===== src/rtl/hazard_unit_p.sv =====
// Hazard and forwarding controller for a 5-stage pipeline.
// Keeps a shadow pipeline of register tags for the EX, MEM and WB slots.
// Drives stall, flush, EX forwarding selects and ID bypass selects, and counts stall/flush events.
module hazard_unit_p #(
  parameter int unsigned REG_ADDR_W = 5,
  parameter int unsigned FWD_EN     = 1,
  parameter int unsigned CNT_W      = 16
) (
  input  logic                  clk,
  input  logic                  rst,
  input  logic                  id_valid,
  input  logic [REG_ADDR_W-1:0] id_rs,
  input  logic [REG_ADDR_W-1:0] id_rt,
  input  logic                  id_uses_rs,
  input  logic                  id_uses_rt,
  input  logic [REG_ADDR_W-1:0] id_rd,
  input  logic                  id_regwrite,
  input  logic                  id_memread,
  input  logic                  mem_branch_taken,
  output logic                  stall,
  output logic                  flush_ifid,
  output logic                  flush_idex,
  output logic                  flush_exmem,
  output logic [1:0]            fwd_a,
  output logic [1:0]            fwd_b,
  output logic                  id_byp_a,
  output logic                  id_byp_b,
  output logic [CNT_W-1:0]      stall_count,
  output logic [CNT_W-1:0]      flush_count
);

  localparam logic [CNT_W-1:0] CNT_MAX = '1;

  // EX slot: producer tags plus the consumer tags used for forwarding.
  logic                  ex_valid_q, ex_valid_d;
  logic [REG_ADDR_W-1:0] ex_rd_q, ex_rd_d;
  logic                  ex_regwrite_q, ex_regwrite_d;
  logic                  ex_memread_q, ex_memread_d;
  logic [REG_ADDR_W-1:0] ex_rs_q, ex_rs_d;
  logic [REG_ADDR_W-1:0] ex_rt_q, ex_rt_d;
  logic                  ex_uses_rs_q, ex_uses_rs_d;
  logic                  ex_uses_rt_q, ex_uses_rt_d;

  // MEM and WB slots; memread only matters while the load sits in EX.
  logic                  mem_valid_q, mem_valid_d;
  logic [REG_ADDR_W-1:0] mem_rd_q, mem_rd_d;
  logic                  mem_regwrite_q, mem_regwrite_d;
  logic                  wb_valid_q, wb_valid_d;
  logic [REG_ADDR_W-1:0] wb_rd_q, wb_rd_d;
  logic                  wb_regwrite_q, wb_regwrite_d;

  logic [CNT_W-1:0]      stall_cnt_q, stall_cnt_d;
  logic [CNT_W-1:0]      flush_cnt_q, flush_cnt_d;

  logic ex_hit, mem_hit, wb_hit, raw_stall, branch;

  // A producer slot writes a non-zero register that the consumer actually reads.
  function automatic logic match(input logic                  v,
                                 input logic                  rw,
                                 input logic [REG_ADDR_W-1:0] rd,
                                 input logic [REG_ADDR_W-1:0] r,
                                 input logic                  uses);
    return v & rw & uses & (rd == r) & (r != '0);
  endfunction

  // Hazard detection, flush and forwarding selects.
  always_comb begin
    stall       = 1'b0;
    flush_ifid  = 1'b0;
    flush_idex  = 1'b0;
    flush_exmem = 1'b0;
    fwd_a       = 2'b00;
    fwd_b       = 2'b00;
    id_byp_a    = 1'b0;
    id_byp_b    = 1'b0;

    ex_hit  = match(ex_valid_q, ex_regwrite_q, ex_rd_q, id_rs, id_uses_rs) |
              match(ex_valid_q, ex_regwrite_q, ex_rd_q, id_rt, id_uses_rt);
    mem_hit = match(mem_valid_q, mem_regwrite_q, mem_rd_q, id_rs, id_uses_rs) |
              match(mem_valid_q, mem_regwrite_q, mem_rd_q, id_rt, id_uses_rt);
    wb_hit  = match(wb_valid_q, wb_regwrite_q, wb_rd_q, id_rs, id_uses_rs) |
              match(wb_valid_q, wb_regwrite_q, wb_rd_q, id_rt, id_uses_rt);

    if (FWD_EN != 0) begin
      raw_stall = id_valid & ex_hit & ex_memread_q;
    end else begin
      raw_stall = id_valid & (ex_hit | mem_hit | wb_hit);
    end

    // Branch flush wins over stall; reset wins over everything.
    branch      = mem_branch_taken & ~rst;
    stall       = raw_stall & ~branch & ~rst;
    flush_ifid  = branch;
    flush_idex  = branch;
    flush_exmem = branch;

    if ((FWD_EN != 0) && !rst) begin
      if (match(mem_valid_q, mem_regwrite_q, mem_rd_q, ex_rs_q, ex_valid_q & ex_uses_rs_q)) begin
        fwd_a = 2'b01;
      end else if (match(wb_valid_q, wb_regwrite_q, wb_rd_q, ex_rs_q, ex_valid_q & ex_uses_rs_q)) begin
        fwd_a = 2'b10;
      end
      if (match(mem_valid_q, mem_regwrite_q, mem_rd_q, ex_rt_q, ex_valid_q & ex_uses_rt_q)) begin
        fwd_b = 2'b01;
      end else if (match(wb_valid_q, wb_regwrite_q, wb_rd_q, ex_rt_q, ex_valid_q & ex_uses_rt_q)) begin
        fwd_b = 2'b10;
      end
      id_byp_a = match(wb_valid_q, wb_regwrite_q, wb_rd_q, id_rs, id_uses_rs);
      id_byp_b = match(wb_valid_q, wb_regwrite_q, wb_rd_q, id_rt, id_uses_rt);
    end
  end

  // Shadow pipeline advance and saturating counters.
  always_comb begin
    wb_valid_d     = mem_valid_q;
    wb_rd_d        = mem_rd_q;
    wb_regwrite_d  = mem_regwrite_q;

    mem_valid_d    = ex_valid_q;
    mem_rd_d       = ex_rd_q;
    mem_regwrite_d = ex_regwrite_q;
    if (flush_exmem) begin
      mem_valid_d    = 1'b0;
      mem_rd_d       = '0;
      mem_regwrite_d = 1'b0;
    end

    ex_valid_d    = 1'b0;
    ex_rd_d       = '0;
    ex_regwrite_d = 1'b0;
    ex_memread_d  = 1'b0;
    ex_rs_d       = '0;
    ex_rt_d       = '0;
    ex_uses_rs_d  = 1'b0;
    ex_uses_rt_d  = 1'b0;
    if (id_valid && !stall && !flush_idex) begin
      ex_valid_d    = 1'b1;
      ex_rd_d       = id_rd;
      ex_regwrite_d = id_regwrite;
      ex_memread_d  = id_memread;
      ex_rs_d       = id_rs;
      ex_rt_d       = id_rt;
      ex_uses_rs_d  = id_uses_rs;
      ex_uses_rt_d  = id_uses_rt;
    end

    stall_cnt_d = stall_cnt_q;
    if (stall && (stall_cnt_q != CNT_MAX)) begin
      stall_cnt_d = stall_cnt_q + CNT_W'(1);
    end
    flush_cnt_d = flush_cnt_q;
    if (mem_branch_taken && (flush_cnt_q != CNT_MAX)) begin
      flush_cnt_d = flush_cnt_q + CNT_W'(1);
    end
  end

  // State registers with synchronous reset.
  always_ff @(posedge clk) begin
    if (rst) begin
      ex_valid_q     <= 1'b0;
      ex_rd_q        <= '0;
      ex_regwrite_q  <= 1'b0;
      ex_memread_q   <= 1'b0;
      ex_rs_q        <= '0;
      ex_rt_q        <= '0;
      ex_uses_rs_q   <= 1'b0;
      ex_uses_rt_q   <= 1'b0;
      mem_valid_q    <= 1'b0;
      mem_rd_q       <= '0;
      mem_regwrite_q <= 1'b0;
      wb_valid_q     <= 1'b0;
      wb_rd_q        <= '0;
      wb_regwrite_q  <= 1'b0;
      stall_cnt_q    <= '0;
      flush_cnt_q    <= '0;
    end else begin
      ex_valid_q     <= ex_valid_d;
      ex_rd_q        <= ex_rd_d;
      ex_regwrite_q  <= ex_regwrite_d;
      ex_memread_q   <= ex_memread_d;
      ex_rs_q        <= ex_rs_d;
      ex_rt_q        <= ex_rt_d;
      ex_uses_rs_q   <= ex_uses_rs_d;
      ex_uses_rt_q   <= ex_uses_rt_d;
      mem_valid_q    <= mem_valid_d;
      mem_rd_q       <= mem_rd_d;
      mem_regwrite_q <= mem_regwrite_d;
      wb_valid_q     <= wb_valid_d;
      wb_rd_q        <= wb_rd_d;
      wb_regwrite_q  <= wb_regwrite_d;
      stall_cnt_q    <= stall_cnt_d;
      flush_cnt_q    <= flush_cnt_d;
    end
  end

  // Counters read as zero while reset is held.
  assign stall_count = rst ? '0 : stall_cnt_q;
  assign flush_count = rst ? '0 : flush_cnt_q;

endmodule


===== config.mk =====
export PLATFORM = sky130hd
export DESIGN_NAME = hazard_unit_p
export DESIGN_NICKNAME = d
export VERILOG_FILES = /design/src/rtl/hazard_unit_p.sv
export SDC_FILE = /design/constraint.sdc
export NUM_CORES = 1
export LEC_CHECK = 0
export BUFFER_PORTS_ARGS = -buffer_cell sky130_fd_sc_hd__buf_2
export CAP_MARGIN = 20
export CELL_PAD_IN_SITES_DETAIL_PLACEMENT = 1
export CELL_PAD_IN_SITES_GLOBAL_PLACEMENT = 1
export CORE_UTILIZATION = 41
export CTS_CLUSTER_DIAMETER = 80
export CTS_CLUSTER_SIZE = 30
export DETAILED_ROUTE_END_ITERATION = 10
export GPL_ROUTABILITY_DRIVEN = 0
export HOLD_SLACK_MARGIN = 0.05
export PLACE_DENSITY_LB_ADDON = 0.05
export SLEW_MARGIN = 20
export SYNTH_ARGS = -nofsm -noshare
export SYNTH_HDL_FRONTEND = slang
export SYNTH_SLANG_ARGS = --single-unit
export TNS_END_PERCENT = 20

===== constraint.sdc =====
create_clock -name clk -period 2.8 [get_ports clk]
set_clock_uncertainty 0.1 [all_clocks]
set_input_delay 0.56 -clock clk [delete_from_list [all_inputs] [get_ports clk]]
set_output_delay 0.56 -clock clk [all_outputs]
set_load 0.01 [all_outputs]

=== Word level (Yosys, flattened, before mapping) ===
Cells that the tools add are included.

* Register bits after elaboration: 66
* Output and inout port bits: 42
* Input port bits: 23
* Word-level logic and storage cells: 89

* Bitwise gates (word level): 38
* Multiplexer cells: 11
* Reduce and logical (&&, ||, !) cells: 12
* Equality and inequality tests: 10
* Add/sub/neg operators: 2

{| class="wikitable"
|+ Operators with widths
! kind !! number
|-
| $eq 5x5->1 || 8
|-
| $and 1x1->1 || 34
|-
| $add 16x1->16 const B || 2
|-
| $mux 16 || 2
|-
| $ne 16x16->1 const B || 2
|-
| $reduce_bool 5->1 || 4
|-
| $mux 2 || 6
|-
| $logic_and 1x1->1 || 4
|-
| $reduce_or 2->1 || 2
|-
| $mux 1 || 3
|-
| $not 1->1 || 3
|-
| $logic_not 1->1 || 2
|-
| $or 1x1->1 || 1
|}

=== Depth between registers and ports, before layout ===
Gate-level depths: netlist (run 1).

* Depth in word-level cells: 14
* Mapped depth: 8
* Depth with buffers taken out: 7

=== Worst setup path before layout (run 1) ===
No wires, ideal clock.

* Kind: input -> output
* Start point: input rst
* End point: output flush_idex
* Cell stages on the path: 5
* Path buffers: 4
* Arrival time: 1710 ps
* Data required time: 2140 ps
* Setup slack: 430 ps
* Path through: clkbuf_1 -> clkbuf_1 -> buf_1 -> nor2_1 -> buf_4

* Longest elaborated chain between the ends: 2

{| class="wikitable"
|+ RTL lines
! what !! RTL line !! text
|-
| start: declaration || 10 || <nowiki>input logic rst,</nowiki>
|-
| $not 1->1 || 91 || <nowiki>branch = mem_branch_taken & ~rst;</nowiki>
|-
| $and 1x1->1 || 91 ||
|-
| end: declaration || 22 || <nowiki>output logic flush_idex,</nowiki>
|}

Every way passes these cells.

=== Final worst setup path (run 1) ===
* Start point: register ex_rt_q[1]
* End point: output fwd_b[1]

* Longest elaborated chain between the ends: 6
* Elaborated cells on any way between the ends: 10
* Classes of those cells: eq/ne: 2; mux: 3; bitwise: 4; reduce/logical: 1

{| class="wikitable"
|+ RTL lines
! what !! RTL line !! text
|-
| start: declaration || 40 || <nowiki>logic [REG_ADDR_W-1:0] ex_rt_q, ex_rt_d;</nowiki>
|-
| start signal: assignment || 182 || <nowiki>ex_rt_q <= ex_rt_d;</nowiki>
|-
| $eq 5x5->1 || 63 || <nowiki>return v & rw & uses & (rd == r) & (r != '0);</nowiki>
|-
| $and 1x1->1 (2 in a row) || 63 ||
|-
| $mux 2 || 105 || <nowiki>end else if (match(wb_valid_q, wb_regwrite_q, wb_rd_q, ex_rt_q, ex_valid_q & ex_uses_rt_q)) begin</nowiki>
|-
| $mux 2 (*) || 103 || <nowiki>if (match(mem_valid_q, mem_regwrite_q, mem_rd_q, ex_rt_q, ex_valid_q & ex_uses_rt_q)) begin</nowiki>
|-
| $mux 2 (*) || 97 || <nowiki>if ((FWD_EN != 0) && !rst) begin</nowiki>
|-
| end: declaration || 25 || <nowiki>output logic [1:0] fwd_b,</nowiki>
|}

Mark *: on every way between the ends. The rest lies on a longest branch, timed or not.

==> flow_metrics.py, run 1 <==
metrics = {
    "sta": {
        "period_minus_slack_ns": 2.52,
        "fmax_mhz": 396,
        "setup_viol": 0,
        "finalSetupTns_ns": 0,
        "setup_ws_ns": 0.276,
        "slew_viol_final": 0,
        "period_share_pct": 90.1,
        "hold_violations": 0,
        "worstMarginPinSlew_ns": 0.554,
        "rsz0062_at_grt": "no",
        "slew_headroom_pct": 62.8,
        "whs_ns": 0.306,
    },
    "floorplan": {
        "die_h_microns": 91.5,
        "io_pins": 65,
        "coreArea_sq_um": 7730,
        "row_count": 32,
        "initial_core_util_pct": 42.5,
        "die_x_microns": 91.5,
        "die_area_sq_um": 8370,
    },
    "yosys": {
        "synth_top_family_by_area": "simple AND/OR/NAND/NOR gates",
        "synth_xor_area_share_pct": 14.1,
        "ys_warn_count": 0,
        "syn_area_sq_um": 3280,
        "synthCells": 372,
        "ys_ff_latch": 66,
        "synth-adder-area-share_pct": 0.762,
        "synthMuxAreaShare_pct": 2.67,
        "seq_area_frac_synth_pct": 40.2,
        "syn_area_per_cell_sq_um": 8.83,
        "synth_compound_area_share_pct": 4.69,
        "yosysUniqueCellTypes": 40,
        "synth_nets": 397,
        "synthSimpleGateAreaFrac_pct": 33.6,
    },
    "pwr": {
        "cellLeakagePower_nw": 1.62,
        "fin_total_pwr_mw": 1.98,
        "peakVddDrop_uv": 203,
        "powerDensity_nw_per_um2": 508,
    },
    "setup_path": {
        "crit_type": "flop to output pin",
        "path_max_fanout": 3,
        "arrival_ns": 1.86,
        "worstPathRequired_ns": 2.14,
        "cp_slowest_cell": "or4_1",
        "end_kind": "output pin",
        "critPathMaxStageDelay_ns": 0.53,
        "startpoint_type": "flop",
        "crit_chain": "or4_1, o211ai_1, nor3_1, and4_1, buf_2",
        "r2r_slack_ns": 0.52,
    },
    "grt": {
        "track_usage_pct": 20.7,
        "grt_pass1_wl_microns": 13500,
        "overflow": 0,
        "grt_pass1_vias": 2715,
        "grt_max_degree": 43,
        "antenna_found_initial": 0,
    },
    "layout": {
        "final_cell_mix": "dfxtp_1, buf_2, nor2b_1, nor2_1, xnor2_1",
        "layout_commonest_cell": "dfxtp_1",
        "num_antenna_cells": 0,
        "final_util_pct": 50.5,
        "drive_above_1_share_pct": 22.9,
        "synthToLayoutAreaGrowth_pct": 18.9,
        "n_fill_cell": 968,
        "final_nets": 461,
    },
    "clock_tree": {
        "clock-sinks": 66,
        "cts_buffers": 9,
        "clk_path_buf_depth": 2,
        "cts_tree": "built",
        "clkLatencyLatePin_ns": 0.35,
        "cts_root_buf": "clkbuf_8",
        "ctsResizeCount": 0,
        "post-cts-setup-buffers": 0,
        "cts_hold_buf": 0,
        "cts.htree.levels": 3,
        "clk_pin_slew_ns": 0.08,
    },
    "detailed_routing": {
        "wl_microns": 8030,
        "drt_first_iter_violations": 71,
        "route.detailed.drc": 0,
        "ant_nets": 0,
        "viasPerCell": 5.09,
        "dr.pass1.iters": 4,
        "wire_per_inst_microns": 14.8,
        "vias": 2763,
    },
    "placement": {
        "portBuffers": 64,
        "hpwl_microns": 6110,
        "dp_slack_ns": 0.230,
    },
    "status": {
        "outcome": "finished, final reports clean",
    },
    "flow_run": {
        "max_cap_violations": 0,
    },
    "hold_path": {
        "hp-class": "primary input to flop",
    },
}
==> worst max-delay path: cells and delay by family, from the launching register on <==
| family | cells | cell delay (ns) |
|---|---|---|
| compound gates | 1 | 0.22 |
| flops | 1 | 0.34 |
| simple gates | 3 | 0.82 |
| buf+inv | 1 | 0.14 |
==> path summary, 6_finish.rpt <==
kind	from	to	depth (start not counted)
worst max register to register	ex_rd_q[0]	stall_cnt_q[12]	7
worst min register to register	stall_cnt_q[0]	stall_cnt_q[0]	1
worst min-delay path	id_regwrite	ex_regwrite_q	2
worst max-delay path	ex_rt_q[1]	fwd_b[1]	5
==> through the flow <==
stage                     area, sq um  instances
after floorplan                  3280        372
after global placement           3680        527
after detailed placement         3680        527
after CTS                        3910        543
after global routing             3910        543
final                            3910        543
==> logic make-up after synthesis <==
kind of cell             count (synthesis)
adder cells (fa/ha/maj)                  2
AO/OA/AOI/OAI                           26
flip-flops                              66
buffers and inverters                   24
XOR/XNOR                                53
AND/OR/NAND/NOR                        193
multiplexers                             8
==> report_power, final <==
group	internal, mW	total [mW]	switching, mW
combinational	0.0499	0.108	0.0580
clock	0.527	0.909	0.382
sequential	0.951	0.966	0.0150
total	1.53	1.98	0.455
==> sequential cells by signal, indices dropped and copies added, names as in the netlist, 5 cells and up <==
| name | cells |
|---|---|
| wb_rd_q | 5 |
| ex_rt_q | 5 |
| ex_rd_q | 5 |
| ex_rs_q | 5 |
| flush_cnt_q | 16 |
| mem_rd_q | 5 |
| stall_cnt_q | 16 |
==> synth_stat cells (all sizes together) <==
library cell  instances  area [sq um]
or4                  10          75.1
nand4                18           113
o21ai                10          53.8
nor2b                37           231
and3                  2          12.5
or3                   5          42.5
o31ai                 4          30.0
mux2                  6          67.6
xor2                 24           210
xnor2                29           254
dfxtp                66          1320
nor4b                 1          15.0
nor4                  8          50.1
inv                   6          22.5
a21oi                 8          40.0
buf                   8          68.8
and4                  5          43.8
and2                 28           179
nor3                 12          60.1
a21o                  2          15.0
o211ai                2          15.0
ha                    2          25.0
clkbuf               10          37.5
mux2i                 2          20.0
nand3                14          70.1
nand2                19          71.3
nor2                 29           109
nand2b                2          12.5
or2                   3          18.8
==> per-layer routing <==
metal	wire length (microns)	up-vias	track usage [%]	part of all wire [%]
met2	3690	50	32.6	46
met5	0	-	0	0
met4	121	0	8.47	1.5
met3	215	12	3.77	2.7
li1	-	1399	-	-
met1	4000	1302	27.7	50
==> layout make-up <==
cell class                 count  area (sq um)  share of cell area, %
clock buffer                  10           138                   3.52
clock inverter                 6          88.8                   2.27
inverter                       6          22.5                  0.577
multi-input combinational    282          1830                   47.0
sequential                    66          1320                   33.8
tap                          102           128                   3.27
timing repair buffer          71           373                   9.55
Power figures use the tool's default switching activity.
==> inputs of run 2 (changes only) <==
PLACE_DENSITY_LB_ADDON = 0.1   (was 0.05)
==> run 2 against run 1 <==
Effect of this change: sequential cell count stayed put; sequential power about the same; register-to-register slack improved by 0.02 ns; worst setup slack lost 0.024 ns; clock power fell by 15%; die area stayed put; worst hold slack gained 0.015 ns; sequential share of layout area is 0.42 points higher; routed wire length up 2.9%.
==> flow_metrics.py, run 2 (synthesis gave the netlist of run 1 again) <==
metrics = {
    "status": {
        "outcome": "finished, final reports clean",
    },
    "setup_path": {
        "crit_type": "primary input to output pin",
        "r2r_slack_ns": 0.54,
        "worstPathRequired_ns": 2.14,
        "crit_path_start": "id_rs[0]",
        "path_max_fanout": 4,
        "startpoint_type": "primary input",
        "crit-reg2reg-launch": "ex_rd_q[0]",
        "rr_endpoint": "stall_cnt_q[12]",
        "r2r_cells": 7,
        "end_kind": "output pin",
        "arrival_ns": 1.89,
    },
    "detailed_routing": {
        "dr.pass1.iters": 4,
        "ant_nets": 0,
        "drt_first_iter_violations": 61,
        "viasPerCell": 5.15,
        "vias": 2792,
        "wire_per_inst_microns": 15.2,
        "route.detailed.drc": 0,
        "wl_microns": 8260,
    },
    "layout": {
        "final_util_pct": 49.9,
        "num_antenna_cells": 0,
        "register_area_sq_um": 1320,
        "top_regs": "flush_cnt_q (16), stall_cnt_q (16)",
        "drive_above_1_share_pct": 22.3,
        "synthToLayoutAreaGrowth_pct": 17.4,
        "multi_input_area_sq_um": 1830,
        "final_nets": 460,
        "instances_no_fill": 542,
        "n_fill_cell": 969,
        "fin_area_sq_um": 3860,
        "layout_commonest_cell": "dfxtp_1",
        "final_cell_mix": "dfxtp_1, buf_2, nor2b_1, nor2_1, xnor2_1",
    },
    "floorplan": {
        "die_h_microns": 91.5,
        "die_area_sq_um": 8370,
        "initial_core_util_pct": 42.5,
        "row_count": 32,
        "coreArea_sq_um": 7730,
        "die_x_microns": 91.5,
        "io_pins": 65,
    },
    "placement": {
        "dp_slack_ns": 0.252,
        "dpl-instance-area_sq_um": 3670,
        "dp_cells": 526,
        "portBuffers": 64,
        "hpwl_microns": 6130,
    },
    "sta": {
        "rsz0062_at_grt": "no",
        "fmax_mhz": 392,
        "setup_viol": 0,
        "hold_violations": 0,
        "slew_headroom_pct": 58.3,
        "period_share_pct": 91.0,
        "setup_ws_ns": 0.252,
        "whs_ns": 0.320,
        "slew_viol_final": 0,
        "worstMarginPinSlew_ns": 0.621,
        "period_minus_slack_ns": 2.55,
        "finalSetupTns_ns": 0,
    },
    "pwr": {
        "power.switching_uw": 434,
        "peakVddDrop_uv": 235,
        "fin_total_pwr_mw": 1.84,
        "powerDensity_nw_per_um2": 478,
        "swShare_pct": 23.6,
        "p_clk_share_pct": 41.7,
        "p_int_mw": 1.41,
        "pwr-share-seq_pct": 52.4,
        "comb_power_share_pct": 5.8,
        "cellLeakagePower_nw": 1.59,
    },
    "flow_run": {
        "max_cap_violations": 0,
    },
    "clock_tree": {
        "clk_path_buf_depth": 2,
        "cts.htree.levels": 3,
        "cts_hold_buf": 0,
        "cts_root_buf": "clkbuf_8",
        "cts_tree": "built",
        "clkLatencyLatePin_ns": 0.34,
        "post-cts-setup-buffers": 0,
        "ctsResizeCount": 0,
        "clk_pin_slew_ns": 0.07,
        "cts_buffers": 9,
        "clock-sinks": 66,
    },
    "grt": {
        "grt_pass1_vias": 2766,
        "overflow": 0,
        "grt_max_degree": 43,
        "antenna_found_initial": 0,
        "track_usage_pct": 20.4,
        "grt_pass1_wl_microns": 13400,
    },
    "hold_path": {
        "min_to": "ex_regwrite_q",
        "hold_path_depth": 2,
        "hp-class": "primary input to flop",
        "min_from": "id_regwrite",
    },
}
==> run 2: cell types whose count changed in the layout (fill, tap and decap cells not counted) <==
cell       change
inv_6          -1
clkbuf_8       -1
clkbuf_1       +2
buf_4          -1
clkinv_2       +1
bufinv_16      -1
==> run 2: layout make-up <==
type | instances | share of cell area [%]
multi-input cells | 282 | 47.6
flip-flops and latches | 66 | 34.3
clock inverters | 5 | 1.43
clock buffers | 11 | 3.41
repair buffers | 70 | 9.47
inverters | 6 | 0.584
well taps | 102 | 3.31
==> run 2: worst max-delay path by stage <==
stage / endpoint / slack [ns] / depth (start not counted)
floorplan: flush_idex / 0.43 / 5
CTS: stall / 0.25 / 7
finish: stall / 0.25 / 7
global placement: stall / 0.29 / 7
detailed placement: stall / 0.25 / 7
global route: stall / 0.19 / 7
==> run 2: worst max-delay path, cell delays in order <==
cell and delay, ns:
buf_2 0.13, or4_1 0.53, o21ai_1 0.18, or3_4 0.18
a21o_1 0.14, inv_1 0.04, buf_2 0.13
==> run 2: per-layer routing <==
layer / vias up / track usage [%] / part of all wire (%)
li1: 1394 / - / -
met5: - / 0 / 0
met3: 20 / 2.93 / 2.8
met2: 56 / 36.3 / 50
met4: 0 / 9.92 / 2.3
met1: 1322 / 23.7 / 45
==> run 2: power groups by stage <==
| stage | logic, mW | registers [mW] | clock network [mW] |
|---|---|---|---|
| after detailed placement | 0.109 | 0.988 | 0 |
| after global placement | 0.105 | 0.988 | 0 |
| after CTS | 0.109 | 0.966 | 0.789 |
| final | 0.108 | 0.966 | 0.769 |
| after floorplan | 0.0703 | 0.982 | 0 |
| after global routing | 0.120 | 0.967 | 0.833 |
==> inputs of run 3 (changes only) <==
CORE_ASPECT_RATIO = 1.75   (was unset)
CTS_CLUSTER_SIZE = unset   (was 30)
==> run 3 against run 2 <==
Effect of this change: sequential power about the same; design area is 2.5% higher; sequential cell count is the same; register-to-register slack barely moved; combinational power about the same; sequential share of layout area decreased by 0.83 points; critical path type unchanged; critical endpoint unchanged; largest power group is now clock.
==> flow_metrics.py, run 3 (synthesis gave the netlist of run 1 again) <==
metrics = {
    "floorplan": {
        "initial_core_util_pct": 42.8,
        "die_x_microns": 69.7,
        "die_h_microns": 120,
        "io_pins": 65,
        "die_area_sq_um": 8390,
        "coreArea_sq_um": 7670,
        "row_count": 42,
    },
    "grt": {
        "grt_pass1_vias": 2802,
        "antenna_found_initial": 0,
        "overflow": 0,
        "grt_max_degree": 53,
        "track_usage_pct": 20.5,
        "grt_pass1_wl_microns": 13200,
    },
    "sta": {
        "period_minus_slack_ns": 2.53,
        "worstMarginPinSlew_ns": 0.615,
        "period_share_pct": 90.3,
        "setup_viol": 0,
        "slew_viol_final": 0,
        "finalSetupTns_ns": 0,
        "setup_ws_ns": 0.272,
        "fmax_mhz": 396,
        "rsz0062_at_grt": "no",
        "slew_headroom_pct": 58.7,
        "hold_violations": 0,
    },
    "layout": {
        "n_fill_cell": 949,
        "drive_above_1_share_pct": 22.6,
        "final_nets": 461,
        "top_regs": "flush_cnt_q (16), stall_cnt_q (16)",
        "layout_commonest_cell": "dfxtp_1",
        "final_cell_mix": "dfxtp_1, buf_2, nor2b_1, nor2_1, xnor2_1",
        "synthToLayoutAreaGrowth_pct": 20.4,
        "num_antenna_cells": 0,
    },
    "clock_tree": {
        "clkLatencyLatePin_ns": 0.33,
        "ctsResizeCount": 0,
        "cts.htree.levels": 3,
        "cts_buffers": 9,
        "clk_pin_slew_ns": 0.05,
        "cts_hold_buf": 0,
        "clock-sinks": 66,
        "post-cts-setup-buffers": 0,
        "clk_path_buf_depth": 2,
        "cts_tree": "built",
        "cts_root_buf": "clkbuf_16",
    },
    "setup_path": {
        "critPathMostFrequentCell": "buf_2",
        "crit_chain": "buf_2, or4_1, o21ai_1, or3_4, a21o_1, inv_1, buf_2",
        "cp_slowest_cell": "or4_1",
        "arrival_ns": 1.87,
        "critPathMaxStageDelay_ns": 0.52,
        "path_delay_family": "simple AND/OR/NAND/NOR gates",
        "worstPathRequired_ns": 2.14,
        "startpoint_type": "primary input",
        "end_kind": "output pin",
        "path_max_fanout": 4,
        "crit_type": "primary input to output pin",
        "crit_buf_inv": 3,
    },
    "detailed_routing": {
        "dr.pass1.iters": 5,
        "vias": 2803,
        "wire_per_inst_microns": 15.6,
        "wl_microns": 8200,
        "met3_length_microns": 310,
        "dr_wl_met2_microns": 4540,
        "wl_met1_microns": 3180,
        "top_layer": "met4",
        "route.detailed.drc": 0,
        "drt_first_iter_violations": 76,
        "ant_nets": 0,
        "viasPerCell": 5.32,
    },
    "placement": {
        "dp_slack_ns": 0.252,
        "hpwl_microns": 6310,
        "portBuffers": 64,
    },
    "pwr": {
        "cellLeakagePower_nw": 1.65,
        "peakVddDrop_uv": 287,
        "fin_total_pwr_mw": 2.18,
        "powerDensity_nw_per_um2": 552,
    },
    "status": {
        "outcome": "finished, final reports clean",
    },
    "hold_path": {
        "hp-class": "primary input to flop",
    },
    "flow_run": {
        "max_cap_violations": 0,
    },
}
==> run 3: changes by cell type in the layout (fill, tap and decap cells not counted), sizes merged <==
cell,before,now
clkinvlp,2,0
buf,70,71
==> run 3: layer usage <==
metal	up-vias	global-route usage, %
met5	-	0
met3	14	4.17
met2	67	38.8
li1	1399	-
met1	1323	21.2
met4	0	9.50
==> run 3: path summary, 6_finish.rpt <==
kind             startpoint             end  slack [ns]  cells after the start
max reg2reg      ex_rd_q[0]  stall_cnt_q[8]        0.54                      7
max                id_rs[0]           stall        0.27                      7
min             id_regwrite   ex_regwrite_q        0.33                      2
min reg2reg  stall_cnt_q[0]  stall_cnt_q[0]        0.39                      1
==> run 3: stage by stage <==
step / utilization (%) / hold WS (ns) / cell area (sq um) / cells
3_3_place_gp: 47.7 / 0.371 / 3660 / 513
3_5_place_dp: 47.7 / 0.384 / 3660 / 513
5_1_grt: 51.5 / 0.327 / 3950 / 527
6_report: 51.5 / 0.328 / 3950 / 527
2_1_floorplan: - / 0.352 / 3280 / 372
4_1_cts: 51.5 / 0.315 / 3950 / 527
==> run 3: area by class of cell <==
| type | instances | area [sq um] | share of cell area (%) |
|---|---|---|---|
| inverter | 6 | 22.5 | 0.570 |
| clock inverter | 3 | 40.0 | 1.01 |
| sequential | 66 | 1320 | 33.4 |
| tap | 88 | 110 | 2.78 |
| multi-input combinational | 282 | 1830 | 46.4 |
| clock buffer | 11 | 253 | 6.39 |
| timing repair buffer | 71 | 373 | 9.43 |
==> run 3: where the power goes <==
group	total [mW]	leakage (nW)	switching (mW)	internal (mW)
logic	0.106	0.972	0.0574	0.0490
clock network	1.11	0.147	0.386	0.723
registers	0.968	0.534	0.0147	0.953
total	2.18	1.65	0.458	1.73
==> run 3: worst reg2reg max path, delay by kind of cell, from the launching register on <==
kind	cells	cell delay, ns
AND/OR/NAND/NOR	3	1.00
flip-flops	1	0.43
AO/OA/AOI/OAI	2	0.36
buffers and inverters	1	0.16
XOR/XNOR	1	0.14
